===== src/rtl/msix_irq_ctrl.sv =====
// msix_irq_ctrl: multi-vector MSI-X interrupt controller.
// Decodes one-hot requests into a pending-bit array, applies function and
// per-vector masks, coalesces repeats and delivers pending vectors
// round-robin over a valid/ready channel with sent/fail feedback.
module msix_irq_ctrl #(
  parameter int NVEC = 32,
  parameter int DATW = 32,
  parameter int VECW = (NVEC > 1) ? $clog2(NVEC) : 1,
  parameter int CNTW = 16
) (
  input  logic            i_clk,
  input  logic            i_rst_n,
  input  logic            cfg_interrupt_msix_int,
  input  logic [DATW-1:0] cfg_interrupt_msix_data,
  output logic            cfg_interrupt_msix_sent,
  output logic            cfg_interrupt_msix_fail,
  output logic [3:0]      cfg_interrupt_msix_enable,
  output logic [3:0]      cfg_interrupt_msix_mask,
  input  logic            msix_en,
  input  logic            fn_mask,
  input  logic [NVEC-1:0] vec_mask,
  output logic            irq_valid,
  output logic [VECW-1:0] irq_vector,
  input  logic            irq_ready,
  output logic [NVEC-1:0] pending,
  output logic [CNTW-1:0] fail_cnt,
  output logic [CNTW-1:0] coal_cnt
);

  // Index width wide enough to hold any bit position of the data word and NVEC itself.
  localparam int IDXW  = $clog2(DATW) + 1;
  // Candidate width for the pointer+offset sum before wrapping.
  localparam int CANDW = VECW + 1;

  typedef enum logic [1:0] {
    ST_IDLE  = 2'd0,
    ST_ISSUE = 2'd1,
    ST_ACK   = 2'd2
  } state_t;

  state_t           state_r, state_nxt_s;
  logic [NVEC-1:0]  pending_r, pending_nxt_s, elig_s, clr_s, set_s;
  logic [VECW-1:0]  vec_r, ptr_r, ptr_nxt_s, grant_idx_s, req_vec_s;
  logic [IDXW-1:0]  req_idx_s;
  logic [CANDW-1:0] cand_s;
  logic [CNTW-1:0]  fail_cnt_r, coal_cnt_r;
  logic             valid_r, sent_r, fail_r;
  logic             req_ok_s, req_fail_s, req_coal_s, inflight_s;
  logic             grant_found_s, hit_s, do_grant_s, do_hshake_s;

  // True when exactly one bit of the request word is set.
  function automatic logic is_onehot(input logic [DATW-1:0] d);
    return (d != {DATW{1'b0}}) && ((d & (d - DATW'(1'b1))) == {DATW{1'b0}});
  endfunction

  // Position of the highest set bit (the only one for a one-hot word).
  function automatic logic [IDXW-1:0] onehot_idx(input logic [DATW-1:0] d);
    logic [IDXW-1:0] idx;
    idx = {IDXW{1'b0}};
    for (int i = 0; i < DATW; i++) begin
      idx = d[i] ? IDXW'(i) : idx;
    end
    return idx;
  endfunction

  // Classify the incoming request as rejected, new, or coalesced.
  always_comb begin
    req_idx_s  = onehot_idx(cfg_interrupt_msix_data);
    req_vec_s  = req_idx_s[VECW-1:0];
    req_ok_s   = 1'b0;
    req_fail_s = 1'b0;
    req_coal_s = 1'b0;
    if (cfg_interrupt_msix_int) begin
      if (msix_en && is_onehot(cfg_interrupt_msix_data) && (req_idx_s < IDXW'(NVEC))) begin
        req_ok_s   = 1'b1;
        req_coal_s = pending_r[req_vec_s] || (inflight_s && (req_vec_s == vec_r));
      end else begin
        req_fail_s = 1'b1;
      end
    end else begin
      req_ok_s = 1'b0;
    end
  end

  // Round-robin search for the first eligible vector at or above the pointer.
  always_comb begin
    elig_s        = pending_r & ~vec_mask & {NVEC{msix_en & ~fn_mask}};
    grant_found_s = 1'b0;
    grant_idx_s   = {VECW{1'b0}};
    cand_s        = {CANDW{1'b0}};
    hit_s         = 1'b0;
    for (int i = 0; i < NVEC; i++) begin
      cand_s        = {1'b0, ptr_r} + CANDW'(i);
      cand_s        = (cand_s >= CANDW'(NVEC)) ? (cand_s - CANDW'(NVEC)) : cand_s;
      hit_s         = elig_s[cand_s[VECW-1:0]] & ~grant_found_s;
      grant_idx_s   = hit_s ? cand_s[VECW-1:0] : grant_idx_s;
      grant_found_s = grant_found_s | hit_s;
    end
  end

  // FSM state register.
  always_ff @(posedge i_clk or negedge i_rst_n) begin
    if (!i_rst_n) begin
      state_r <= ST_IDLE;
    end else begin
      state_r <= state_nxt_s;
    end
  end

  // FSM next-state logic: arbitrate, wait for the handshake, pulse sent.
  always_comb begin
    state_nxt_s = state_r;
    case (state_r)
      ST_IDLE:  state_nxt_s = grant_found_s ? ST_ISSUE : ST_IDLE;
      ST_ISSUE: state_nxt_s = irq_ready ? ST_ACK : ST_ISSUE;
      ST_ACK:   state_nxt_s = ST_IDLE;
      default:  state_nxt_s = ST_IDLE;
    endcase
  end

  // FSM output decode: grant/handshake strobes and in-flight status.
  always_comb begin
    do_grant_s  = 1'b0;
    do_hshake_s = 1'b0;
    inflight_s  = 1'b0;
    case (state_r)
      ST_IDLE:  do_grant_s = grant_found_s;
      ST_ISSUE: begin
        do_hshake_s = irq_ready;
        inflight_s  = 1'b1;
      end
      ST_ACK:   inflight_s = 1'b1;
      default:  inflight_s = 1'b0;
    endcase
    ptr_nxt_s = (vec_r == VECW'(NVEC - 1)) ? {VECW{1'b0}} : (vec_r + VECW'(1'b1));
  end

  // Pending-bit update: granted vector cleared, new non-coalesced request set.
  always_comb begin
    clr_s         = do_grant_s ? (NVEC'(1'b1) << grant_idx_s) : {NVEC{1'b0}};
    set_s         = (req_ok_s && !req_coal_s) ? (NVEC'(1'b1) << req_vec_s) : {NVEC{1'b0}};
    pending_nxt_s = (pending_r & ~clr_s) | set_s;
  end

  // Pending-bit array register.
  always_ff @(posedge i_clk or negedge i_rst_n) begin
    if (!i_rst_n) begin
      pending_r <= {NVEC{1'b0}};
    end else begin
      pending_r <= pending_nxt_s;
    end
  end

  // Delivery channel: load vector on grant, drop valid and advance pointer on handshake.
  always_ff @(posedge i_clk or negedge i_rst_n) begin
    if (!i_rst_n) begin
      valid_r <= 1'b0;
      vec_r   <= {VECW{1'b0}};
      ptr_r   <= {VECW{1'b0}};
      sent_r  <= 1'b0;
    end else begin
      sent_r <= do_hshake_s;
      if (do_grant_s) begin
        valid_r <= 1'b1;
        vec_r   <= grant_idx_s;
      end else if (do_hshake_s) begin
        valid_r <= 1'b0;
        ptr_r   <= ptr_nxt_s;
      end
    end
  end

  // Fail pulse and saturating statistics counters.
  always_ff @(posedge i_clk or negedge i_rst_n) begin
    if (!i_rst_n) begin
      fail_r     <= 1'b0;
      fail_cnt_r <= {CNTW{1'b0}};
      coal_cnt_r <= {CNTW{1'b0}};
    end else begin
      fail_r <= req_fail_s;
      if (req_fail_s && (fail_cnt_r != {CNTW{1'b1}})) begin
        fail_cnt_r <= fail_cnt_r + CNTW'(1'b1);
      end
      if (req_ok_s && req_coal_s && (coal_cnt_r != {CNTW{1'b1}})) begin
        coal_cnt_r <= coal_cnt_r + CNTW'(1'b1);
      end
    end
  end

  assign cfg_interrupt_msix_sent   = sent_r;
  assign cfg_interrupt_msix_fail   = fail_r;
  assign cfg_interrupt_msix_enable = {3'b000, msix_en};
  assign cfg_interrupt_msix_mask   = {3'b000, fn_mask};
  assign irq_valid                 = valid_r;
  assign irq_vector                = vec_r;
  assign pending                   = pending_r;
  assign fail_cnt                  = fail_cnt_r;
  assign coal_cnt                  = coal_cnt_r;

endmodule


===== config.mk =====
export PLATFORM = sky130hd
export DESIGN_NAME = msix_irq_ctrl
export DESIGN_NICKNAME = d
export VERILOG_FILES = /design/src/rtl/msix_irq_ctrl.sv
export SDC_FILE = /design/constraint.sdc
export NUM_CORES = 1
export LEC_CHECK = 0
export ABC_CLOCK_PERIOD_IN_PS = 12100
export CAP_MARGIN = 10
export CORE_UTILIZATION = 25
export DETAILED_ROUTE_END_ITERATION = 10
export GPL_ROUTABILITY_DRIVEN = 0
export MAX_ROUTING_LAYER = met4
export PLACE_DENSITY_LB_ADDON = 0.12
export SLEW_MARGIN = 20
export SYNTH_ARGS = -nofsm -noshare
export SYNTH_HDL_FRONTEND = slang
export SYNTH_SLANG_ARGS = --single-unit

===== constraint.sdc =====
create_clock -name i_clk -period 12.1 [get_ports i_clk]
set_input_delay 1.815 -clock i_clk [delete_from_list [all_inputs] [get_ports i_clk]]
set_output_delay 1.815 -clock i_clk [all_outputs]
set_load 0.05 [all_outputs]

==> metrics.cfg, run 1 <==
[status]
status = finished clean

[timing]
setup_violations = 0
hold_violations = 0
finalCriticalPeriod_ns = 8.56
rsz0062_at_grt = no
fin_skew_ns = 0.0106
min_period_over_period_pct = 70.8
max_freq_mhz = 117
tns_ns = 0
final_max_slew_viol_count = 0
max_slew.worst_pin.slew_ns = 1.01
slew_headroom_pct = 32.3

[clock_network]
cts_buffers = 9
root_buffer = clkbuf_16
clock_latency_ns = 0.34
clockBufferDepth = 2
hold_buffers = 0
clk_pin_slew_ns = 0.06
cts_tree = built
cts_resized = 0
cts_setup_buffers = 0
numClockSinks = 79
htreeDepth = 3

[detailed_routing]
num_vias = 11800
drc = 0
drt_pass1_iterations = 6
ant_nets = 0
routed_wl_um = 49300
viasPerCell = 5.97
routedWlPerCell_um = 25.0
drt_iter0_drc = 1001

[final_layout]
layout_common_cells = clkdlybuf4s50_1 (141), nand2_1 (106), nor2_1 (102), dfrtp_1 (79), o21ai_0 (68)
final_common_cell = clkdlybuf4s50_1
utilization_pct = 30.7
stdcell_count = 1974
multi_input_area_um2 = 8190
fillCellCount = 4465
layout-drive-gt1-share_pct = 10.5
seqCellArea_um2 = 1980
fin_area_um2 = 12900
nNetsFinal = 1518
areaGrowthSynthToFinish_pct = 21.0
num_antenna_cells = 0

[yosys]
synth_cell_types = 101
synthArstFlopShare_pct = 100
synth_edf_count = 0
yosysTopAreaCell = dfrtp_1
syn_inst = 1319
synth.top_cells.by_area = dfrtp_1 (19%), mux4_2 (7.6%), nand2_1 (3.7%), xnor2_1 (3.7%), nor2_1 (3.6%)
synthFlopType = dfrtp_1
synth_seq_cells = 79
yosysWarnings = 0
yosys.area.top_type_share_pct = 18.5
yosysSeqAreaShare_pct = 18.5
postSynthAreaPerCell_um2 = 8.09
synth_area_um2 = 10700

[global_routing]
antenna_found_initial = 0
grt_max_degree = 80
grt_pass1_wl_um = 73500
grt_pass1_vias = 11300
overflow = 0
track_usage_pct = 22.9

[setup_path]
cp_top_family = simple AND/OR/NAND/NOR gates
endpoint_kind = flip-flop
cpPeakStageDelay_ns = 0.91
setup.worst_path.start_class = input port
cp_slowest_cell = nand4_1
arrival_ns = 8.78
worstPathRequired_ns = 12.31
worstSetupPathType = input port to flip-flop
r2r_slack_ns = 4.23
ff2ff_path_depth = 18
worstPathBufferInverterCount = 2
crit_fanout = 36
regToRegEndpoint = pending[1]$_DFF_PN0_
crit_chain = clkdlybuf4s50_1 > buf_4 > nand4bb_1 > o22ai_1 > a221oi_1 > mux4_2 > mux2i_1 > nor4_1 > nand4_1 > nor3_1 > nand3_1 > o221a_2 > o2bb2ai_1 > nor3_1 > and3_1 > o22ai_1
timing.rr.start = ptr_r[0]$_DFFE_PN0P_

[worst_hold_path]
hp-start = ptr_r[2]$_DFFE_PN0P_
whs_path_depth = 2
holdPathEnd = ptr_r[2]$_DFFE_PN0P_
hold_class = flip-flop to flip-flop

[floorplanning]
die-area_um2 = 43500
die_h_um = 209
core_area_um2 = 42000
start_util_pct = 25.4
rows = 75
die_x_um = 209
io_pins = 150

[power_and_ir_drop]
peakVddDrop_mv = 0.207
p_per_area_nw_per_um2 = 298
power_leakage_nw = 4.54

[placed_design]
dp_hpwl_um = 38200
place_inst = 1958
io_buffers = 143
placed_area_um2 = 12600

[flow_run]
max-cap-violations = 0

==> power breakdown <==
group,total [W],internal (W),switching (W)
Combinational,0.00322,0.000956,0.00226
Sequential,0.000354,0.000306,0.0000486
Clock,0.000279,0.000161,0.000118
Total,0.00385,0.00142,0.00243
==> cell usage after synthesis (17+ instances only) <==
library cell / number
mux2_2: 29
a31oi_1: 17
inv_1: 30
nand2_1: 106
o22ai_1: 57
o211ai_1: 17
nor2b_1: 19
mux2i_1: 32
o31ai_1: 30
nor3_1: 46
and3_1: 17
nand4_1: 30
clkbuf_1: 36
nand2b_1: 42
nor4_1: 28
ha_1: 18
o21ai_0: 69
a21oi_1: 43
nand3_1: 41
nor2_1: 103
mux4_2: 36
nor4bb_1: 17
buf_2: 18
dfrtp_1: 79
or2_2: 19
xnor2_1: 45
xor2_1: 18
==> worst reg2reg max path: cells and delay by family (launching register included) <==
family	cells	cell delay (ns)
simple gates	7	3.74
mux	1	0.40
fa+ha+maj	1	0.55
compound gates	6	1.49
flops	1	0.32
buf+inv	3	1.23
==> cell type report <==
type	count	area share, %
tap	539	5.22
clock buffer	10	1.77
inverter	34	0.989
multi-input combinational	1135	63.5
clock inverter	6	0.543
sequential	79	15.3
timing repair buffer	171	12.7
==> worst max path at each step <==
stage,startpoint,endpoint,slack [ns],cells past startpoint
after floorplan,msix_en,pending[4]$_DFF_PN0_,5.78,18
after global placement,msix_en,pending[25]$_DFF_PN0_,3.13,15
after detailed placement,msix_en,pending[29]$_DFF_PN0_,3.03,15
after CTS,msix_en,pending[5]$_DFF_PN0_,3.38,15
after global routing,fn_mask,pending[25]$_DFF_PN0_,2.86,16
final,fn_mask,pending[1]$_DFF_PN0_,3.54,16
==> metrics by stage <==
step,setup WS (ns),hold slack (ns),total power (W)
final,3.54,0.480,0.00385
after global routing,2.86,0.520,0.00410
after CTS,3.38,0.486,0.00379
after detailed placement,3.03,0.472,0.00350
after global placement,3.13,0.473,0.00354
after floorplan,5.78,0.630,0.00248
==> layer usage <==
metal | vias up | share of wire (%) | global-route usage (%)
li1 | 5410 | - | -
met1 | 5758 | 44 | 29.9
met2 | 537 | 45 | 35.8
met3 | 88 | 7.1 | 3.50
met4 | 0 | 3.4 | 8.09
met5 | - | 0 | -
==> sequential cells by signal (all words and copies together) (netlist names) <==
signal and cells:
pending 32, ptr_r 5, irq_valid 1, fail_cnt 16, cfg_interrupt_msix_sent 1, irq_vector 5
cfg_interrupt_msix_fail 1, state_r 2, coal_cnt 16
==> cell families after synthesis <==
kind of cell | Yosys count | share of synthesized area, %
other | 1 | 0.0352
muxes | 99 | 14.0
buffers and inverters | 110 | 4.89
adders and majority gates | 20 | 2.30
DFF | 79 | 18.5
AOI/OAI and AO/OA | 393 | 25.8
and+or+nand+nor | 553 | 29.1
xor gates and xnor gates | 64 | 5.33
No activity file was read; power rests on OpenSTA's default activity.
==> run 2: changes to the inputs <==
--- a/config.mk
+++ b/config.mk
@@ -5,7 +5,7 @@
 export SDC_FILE = /design/constraint.sdc
 export NUM_CORES = 1
 export LEC_CHECK = 0
-export ABC_CLOCK_PERIOD_IN_PS = 12100
+export ABC_CLOCK_PERIOD_IN_PS = 8900
 export CAP_MARGIN = 10
 export CORE_UTILIZATION = 25
 export DETAILED_ROUTE_END_ITERATION = 10
==> constraint.sdc (replaced) <==
create_clock -name i_clk -period 8.9 [get_ports i_clk]
set_input_delay 1.335 -clock i_clk [delete_from_list [all_inputs] [get_ports i_clk]]
set_output_delay 1.335 -clock i_clk [all_outputs]
set_load 0.05 [all_outputs]
==> run 2 against run 1 <==
Power rose by 39%. Sequential power rose by 42%. Critical path depth did not move. Cell area rose by 0.55%. Clock skew rose by 0.0032 ns. Via count fell by 0.32%. Global-route usage barely moved. Sequential share of layout area fell by 0.084 points. Final cell count rose by 0.30%. Die area did not move. Flip-flop and latch count did not move. Non-clock buffer count rose by 7. Largest cell class unchanged. Highest routed layer unchanged.
==> metrics.cfg, run 2 (synthesized netlist as in run 1, its figures left out) <==
[status]
status = finished clean

[final_layout]
fillCellCount = 4454
num_antenna_cells = 0
final_common_cell = clkdlybuf4s50_1
areaGrowthSynthToFinish_pct = 21.7
layout-drive-gt1-share_pct = 10.8
nNetsFinal = 1525
layout_common_cells = clkdlybuf4s50_1 (142), nand2_1 (106), nor2_1 (103), dfrtp_1 (79), o21ai_0 (68)
largest_reg_flops = 32

[floorplanning]
die_x_um = 209
die-area_um2 = 43500
core_area_um2 = 42000
io_pins = 150
rows = 75
start_util_pct = 25.4
die_h_um = 209

[clock_network]
clock_latency_ns = 0.35
cts_tree = built
hold_buffers = 0
numClockSinks = 79
cts_resized = 0
clockBufferDepth = 2
htreeDepth = 3
clk_pin_slew_ns = 0.07
cts_buffers = 9
root_buffer = clkbuf_16
cts_setup_buffers = 0

[setup_path]
timing.rr.start = ptr_r[0]$_DFFE_PN0P_
crit_path_frequent_cell = a311oi_1
cp_top_family = simple AND/OR/NAND/NOR gates
r2r_slack_ns = 1.55
worstSetupPathType = input port to flip-flop
ff2ff_path_depth = 18
crit_fanout = 16
arrival_ns = 7.67
endpoint_kind = flip-flop
cp_slowest_cell = or4_4
worstPathBufferInverterCount = 2
worstPathRequired_ns = 9.12
crit_chain = clkdlybuf4s50_1 > nand4bb_1 > o32ai_1 > a311oi_1 > mux4_2 > mux2i_1 > buf_4 > nor4_1 > nand4_1 > or4_4 > a311oi_1 > o22ai_1 > nor3_2 > or3b_1 > o31ai_1 > o21ai_0
regToRegEndpoint = pending[4]$_DFF_PN0_
cpPeakStageDelay_ns = 0.76
setup.worst_path.start_class = input port

[placed_design]
dp_slack_ns = 1.14
dp_hpwl_um = 38900
io_buffers = 143

[global_routing]
grt_max_degree = 69
track_usage_pct = 22.9
overflow = 0
grt_pass1_wl_um = 73600
antenna_found_initial = 1
grt_pass1_vias = 11400

[detailed_routing]
ant_nets = 0
drt_pass1_iterations = 6
routed_wl_um = 49100
viasPerCell = 5.94
drc = 0
routedWlPerCell_um = 24.8
num_vias = 11800
drt_iter0_drc = 1154

[timing]
slew_headroom_pct = 28.7
finalCriticalPeriod_ns = 7.45
hold_slack_ns = 0.498
final_max_slew_viol_count = 0
max_slew.worst_pin.slew_ns = 1.06
hold_violations = 0
setup_violations = 0
fin_skew_ns = 0.0138
tns_ns = 0
max_freq_mhz = 134
min_period_over_period_pct = 83.7
rsz0062_at_grt = no
layout_setup_ws_ns = 1.45

[flow_run]
max-cap-violations = 0

[worst_hold_path]
hold_class = flip-flop to flip-flop
hp-start = fail_cnt[5]$_DFFE_PN0P_
whs_path_depth = 1
holdPathEnd = fail_cnt[5]$_DFFE_PN0P_

[power_and_ir_drop]
peakVddDrop_mv = 0.356
p_per_area_nw_per_um2 = 413
power_leakage_nw = 4.60

run 2: layout make-up:
type	count	area, um^2	area share [%]
well taps	539	674	5.20
clock inverters	6	93.8	0.723
inverters	34	128	0.983
clock buffers	9	225	1.73
flip-flops and latches	79	1980	15.2
multi-input cells	1135	8190	63.1
repair buffers	178	1690	13.0
run 2: stage by stage:
step	cells	util, %	instance area, um^2	total power [W]
6_report	1980	30.9	13000	0.00536
5_1_grt	1980	30.9	13000	0.00566
4_1_cts	1980	30.9	13000	0.00527
3_5_place_dp	1965	30.1	12700	0.00484
3_3_place_gp	1965	30.1	12700	0.00491
2_1_floorplan	1324	-	10700	0.00338
run 2: worst max path at each step:
stage                                     from                     to  slack, ns  depth (start not counted)
after floorplan           ptr_r[1]$_DFFE_PN0P_   pending[4]$_DFF_PN0_       2.81                         21
after global placement                 fn_mask   pending[4]$_DFF_PN0_       1.23                         16
after detailed placement               fn_mask   pending[4]$_DFF_PN0_       1.14                         16
after CTS                              fn_mask   pending[4]$_DFF_PN0_       1.52                         16
after global routing                   fn_mask  pending[19]$_DFF_PN0_       0.84                         17
final                                  fn_mask   pending[4]$_DFF_PN0_       1.45                         16
run 2: worst reg2reg max path, stage by stage, from the launching register on:
cell	delay [ns]
dfrtp_1	0.36
clkinv_1	0.35
ha_1	0.77
buf_4	0.43
nor4bb_1	0.11
buf_4	0.19
a221oi_1	0.62
mux4_2	0.48
mux2i_1	0.11
buf_4	0.20
nor4_1	0.43
nand4_1	0.72
or4_4	0.77
a311oi_1	0.29
o22ai_1	0.12
nor3_2	0.31
or3b_1	0.58
o31ai_1	0.29
o21ai_0	0.12
run 2: metal layers:
metal,track usage (%),vias up,wire length (um)
met5,-,-,0
met4,7.73,0,1770
met3,3.76,80,3680
met2,35.3,544,21900
met1,30.2,5714,21700
li1,-,5417,-
run 2: where the power goes:
part	leakage [nW]	internal, W	switching (W)
registers	1.05	0.000415	0.0000880
clock network	0.153	0.000247	0.000162
logic	3.39	0.00135	0.00309
total	4.60	0.00202	0.00334
==> run 3: changes to the inputs <==
--- a/config.mk
+++ b/config.mk
@@ -5,7 +5,7 @@
 export SDC_FILE = /design/constraint.sdc
 export NUM_CORES = 1
 export LEC_CHECK = 0
-export ABC_CLOCK_PERIOD_IN_PS = 8900
+export ABC_CLOCK_PERIOD_IN_PS = 6400
 export CAP_MARGIN = 10
 export CORE_UTILIZATION = 25
 export DETAILED_ROUTE_END_ITERATION = 10
==> constraint.sdc (replaced) <==
create_clock -name i_clk -period 6.4 [get_ports i_clk]
set_input_delay 0.96 -clock i_clk [delete_from_list [all_inputs] [get_ports i_clk]]
set_output_delay 0.96 -clock i_clk [all_outputs]
set_load 0.05 [all_outputs]
==> run 3 against run 2 <==
Clock power is 42% higher. Wire length rose by 5.8%. Flip-flop and latch count unchanged. Worst hold slack lost 0.043 ns. Clock skew down 0.0066 ns. Sequential power increased by 42%. Final cell count grew 11%. Clock-buffer cell count rose by 1. Utilization rose by 3.9 points. Critical endpoint is now pending[10]$_DFF_PN0_. Critical path depth rose by 2. Setup slack worse by 1.2 ns. Power increased by 66%.
==> metrics.cfg, run 3 (synthesized netlist as in run 1, its figures left out) <==
[status]
status = finished clean

[detailed_routing]
routed_wl_um = 51900
drt_pass1_iterations = 6
met2_length_um = 23400
drt-met1-wl_um = 23100
viasPerCell = 5.75
drc = 0
maxUsedRoutingLayer = met4
dr_wl_met3_um = 3620
ant_nets = 0
drt_iter0_drc = 1193
routedWlPerCell_um = 23.7
num_vias = 12600

[floorplanning]
die_h_um = 209
start_util_pct = 25.4
core_area_um2 = 42000
rows = 75
die_x_um = 209
io_pins = 150
die-area_um2 = 43500

[clock_network]
htreeDepth = 3
clock_latency_ns = 0.33
cts_buffers = 9
numClockSinks = 79
hold_buffers = 0
root_buffer = clkbuf_16
cts_tree = built
clk_pin_slew_ns = 0.07
clockBufferDepth = 2
cts_setup_buffers = 0

[timing]
slew_headroom_pct = 27.3
rsz0062_at_grt = no
tns_ns = 0
setup_violations = 0
min_period_over_period_pct = 95.9
finalCriticalPeriod_ns = 6.14
hold_slack_ns = 0.455
fin_skew_ns = 0.00720
final_max_slew_viol_count = 0
max_freq_mhz = 163
hold_violations = 0
max_slew.worst_pin.slew_ns = 1.08

[global_routing]
grt_pass1_vias = 12200
antenna_found_initial = 0
track_usage_pct = 24.1
grt_pass1_wl_um = 77600
overflow = 0
grt_max_degree = 68

[power_and_ir_drop]
p_total_w = 0.00888
power_leakage_nw = 5.64
p_per_area_nw_per_um2 = 608
peakVddDrop_mv = 0.565

[flow_run]
max-cap-violations = 0

[setup_path]
ff2ff_path_depth = 19
worstPathRequired_ns = 6.60
crit_chain = clkdlybuf4s50_1 > buf_12 > buf_12 > or4bb_1 > mux4_2 > buf_4 > mux4_2 > mux2_2 > mux2_2 > o211a_1 > o21ai_0 > o2111ai_1 > a311oi_2 > nor3_2 > buf_4 > o21bai_1 > o31ai_1 > o21ai_0
timing.rr.start = ptr_r[0]$_DFFE_PN0P_
worstSetupPathType = input port to flip-flop
cp_slowest_cell = mux4_2
worstPathBufferInverterCount = 5
cpPeakStageDelay_ns = 0.58
cp_top_family = compound AO/OA/AOI/OAI gates
crit_fanout = 31
endpoint_kind = flip-flop
r2r_slack_ns = 0.40
arrival_ns = 6.34
setup.worst_path.start_class = input port
regToRegEndpoint = pending[5]$_DFF_PN0_

[final_layout]
nNetsFinal = 1733
fin_area_um2 = 14600
final_common_cell = buf_4
layout-drive-gt1-share_pct = 22.4
utilization_pct = 34.8
areaGrowthSynthToFinish_pct = 37.0
fillCellCount = 4510
layout_common_cells = buf_4 (241), clkdlybuf4s50_1 (141), nand2_1 (106), nor2_1 (103), dfrtp_1 (79)
largest_reg_flops = 32

[placed_design]
io_buffers = 143
dp_hpwl_um = 41900
placed_area_um2 = 14300

[worst_hold_path]
hold_class = input port to asynchronous set/reset pin

## run 3: through the flow
step | setup slack, ns | instances
after floorplan | 0.313 | 1324
after global placement | -0.256 | 2173
after detailed placement | -0.188 | 2173
after CTS | 0.146 | 2189
after global routing | 0.0359 | 2189
final | 0.263 | 2190
## run 3: layout make-up
cell class              instances  area (um^2)  area share (%)
multi-input cells            1135         8210            56.2
repair buffers                386         3280            22.5
flip-flops and latches         79         1980            13.5
well taps                     539          674            4.62
clock buffers                  10          239            1.64
inverters                      34          128           0.873
clock inverters                 6         93.8           0.642
diodes                          1         2.50          0.0171
## run 3: power breakdown
part           total, W  switching, W  leakage, nW  internal [W]
sequential     0.000715      0.000138         1.05      0.000577
combinational   0.00759       0.00464         4.43       0.00295
clock          0.000579      0.000224        0.159      0.000355
## run 3: how the worst max path moves through the flow
| stage | start | to | slack (ns) | depth (start not counted) |
|---|---|---|---|---|
| final | fn_mask | pending[10]$_DFF_PN0_ | 0.26 | 18 |
| after global routing | fn_mask | pending[27]$_DFF_PN0_ | 0.04 | 20 |
| after CTS | msix_en | pending[15]$_DFF_PN0_ | 0.15 | 16 |
| after detailed placement | msix_en | pending[15]$_DFF_PN0_ | -0.19 | 16 |
| after global placement | msix_en | pending[10]$_DFF_PN0_ | -0.26 | 18 |
| after floorplan | ptr_r[1]$_DFFE_PN0P_ | pending[4]$_DFF_PN0_ | 0.31 | 21 |
## run 3: routing by layer
| layer | up-vias | global-route usage, % |
|---|---|---|
| li1 | 5825 | - |
| met1 | 6122 | 32.6 |
| met2 | 549 | 37.4 |
| met3 | 87 | 2.75 |
| met4 | 0 | 7.68 |
| met5 | - | - |
## run 3: timing repair
item                                   CTS  global route
gates resized for setup                  0             6
setup endpoints to repair                0            31
endpoints found under the hold margin    0             0
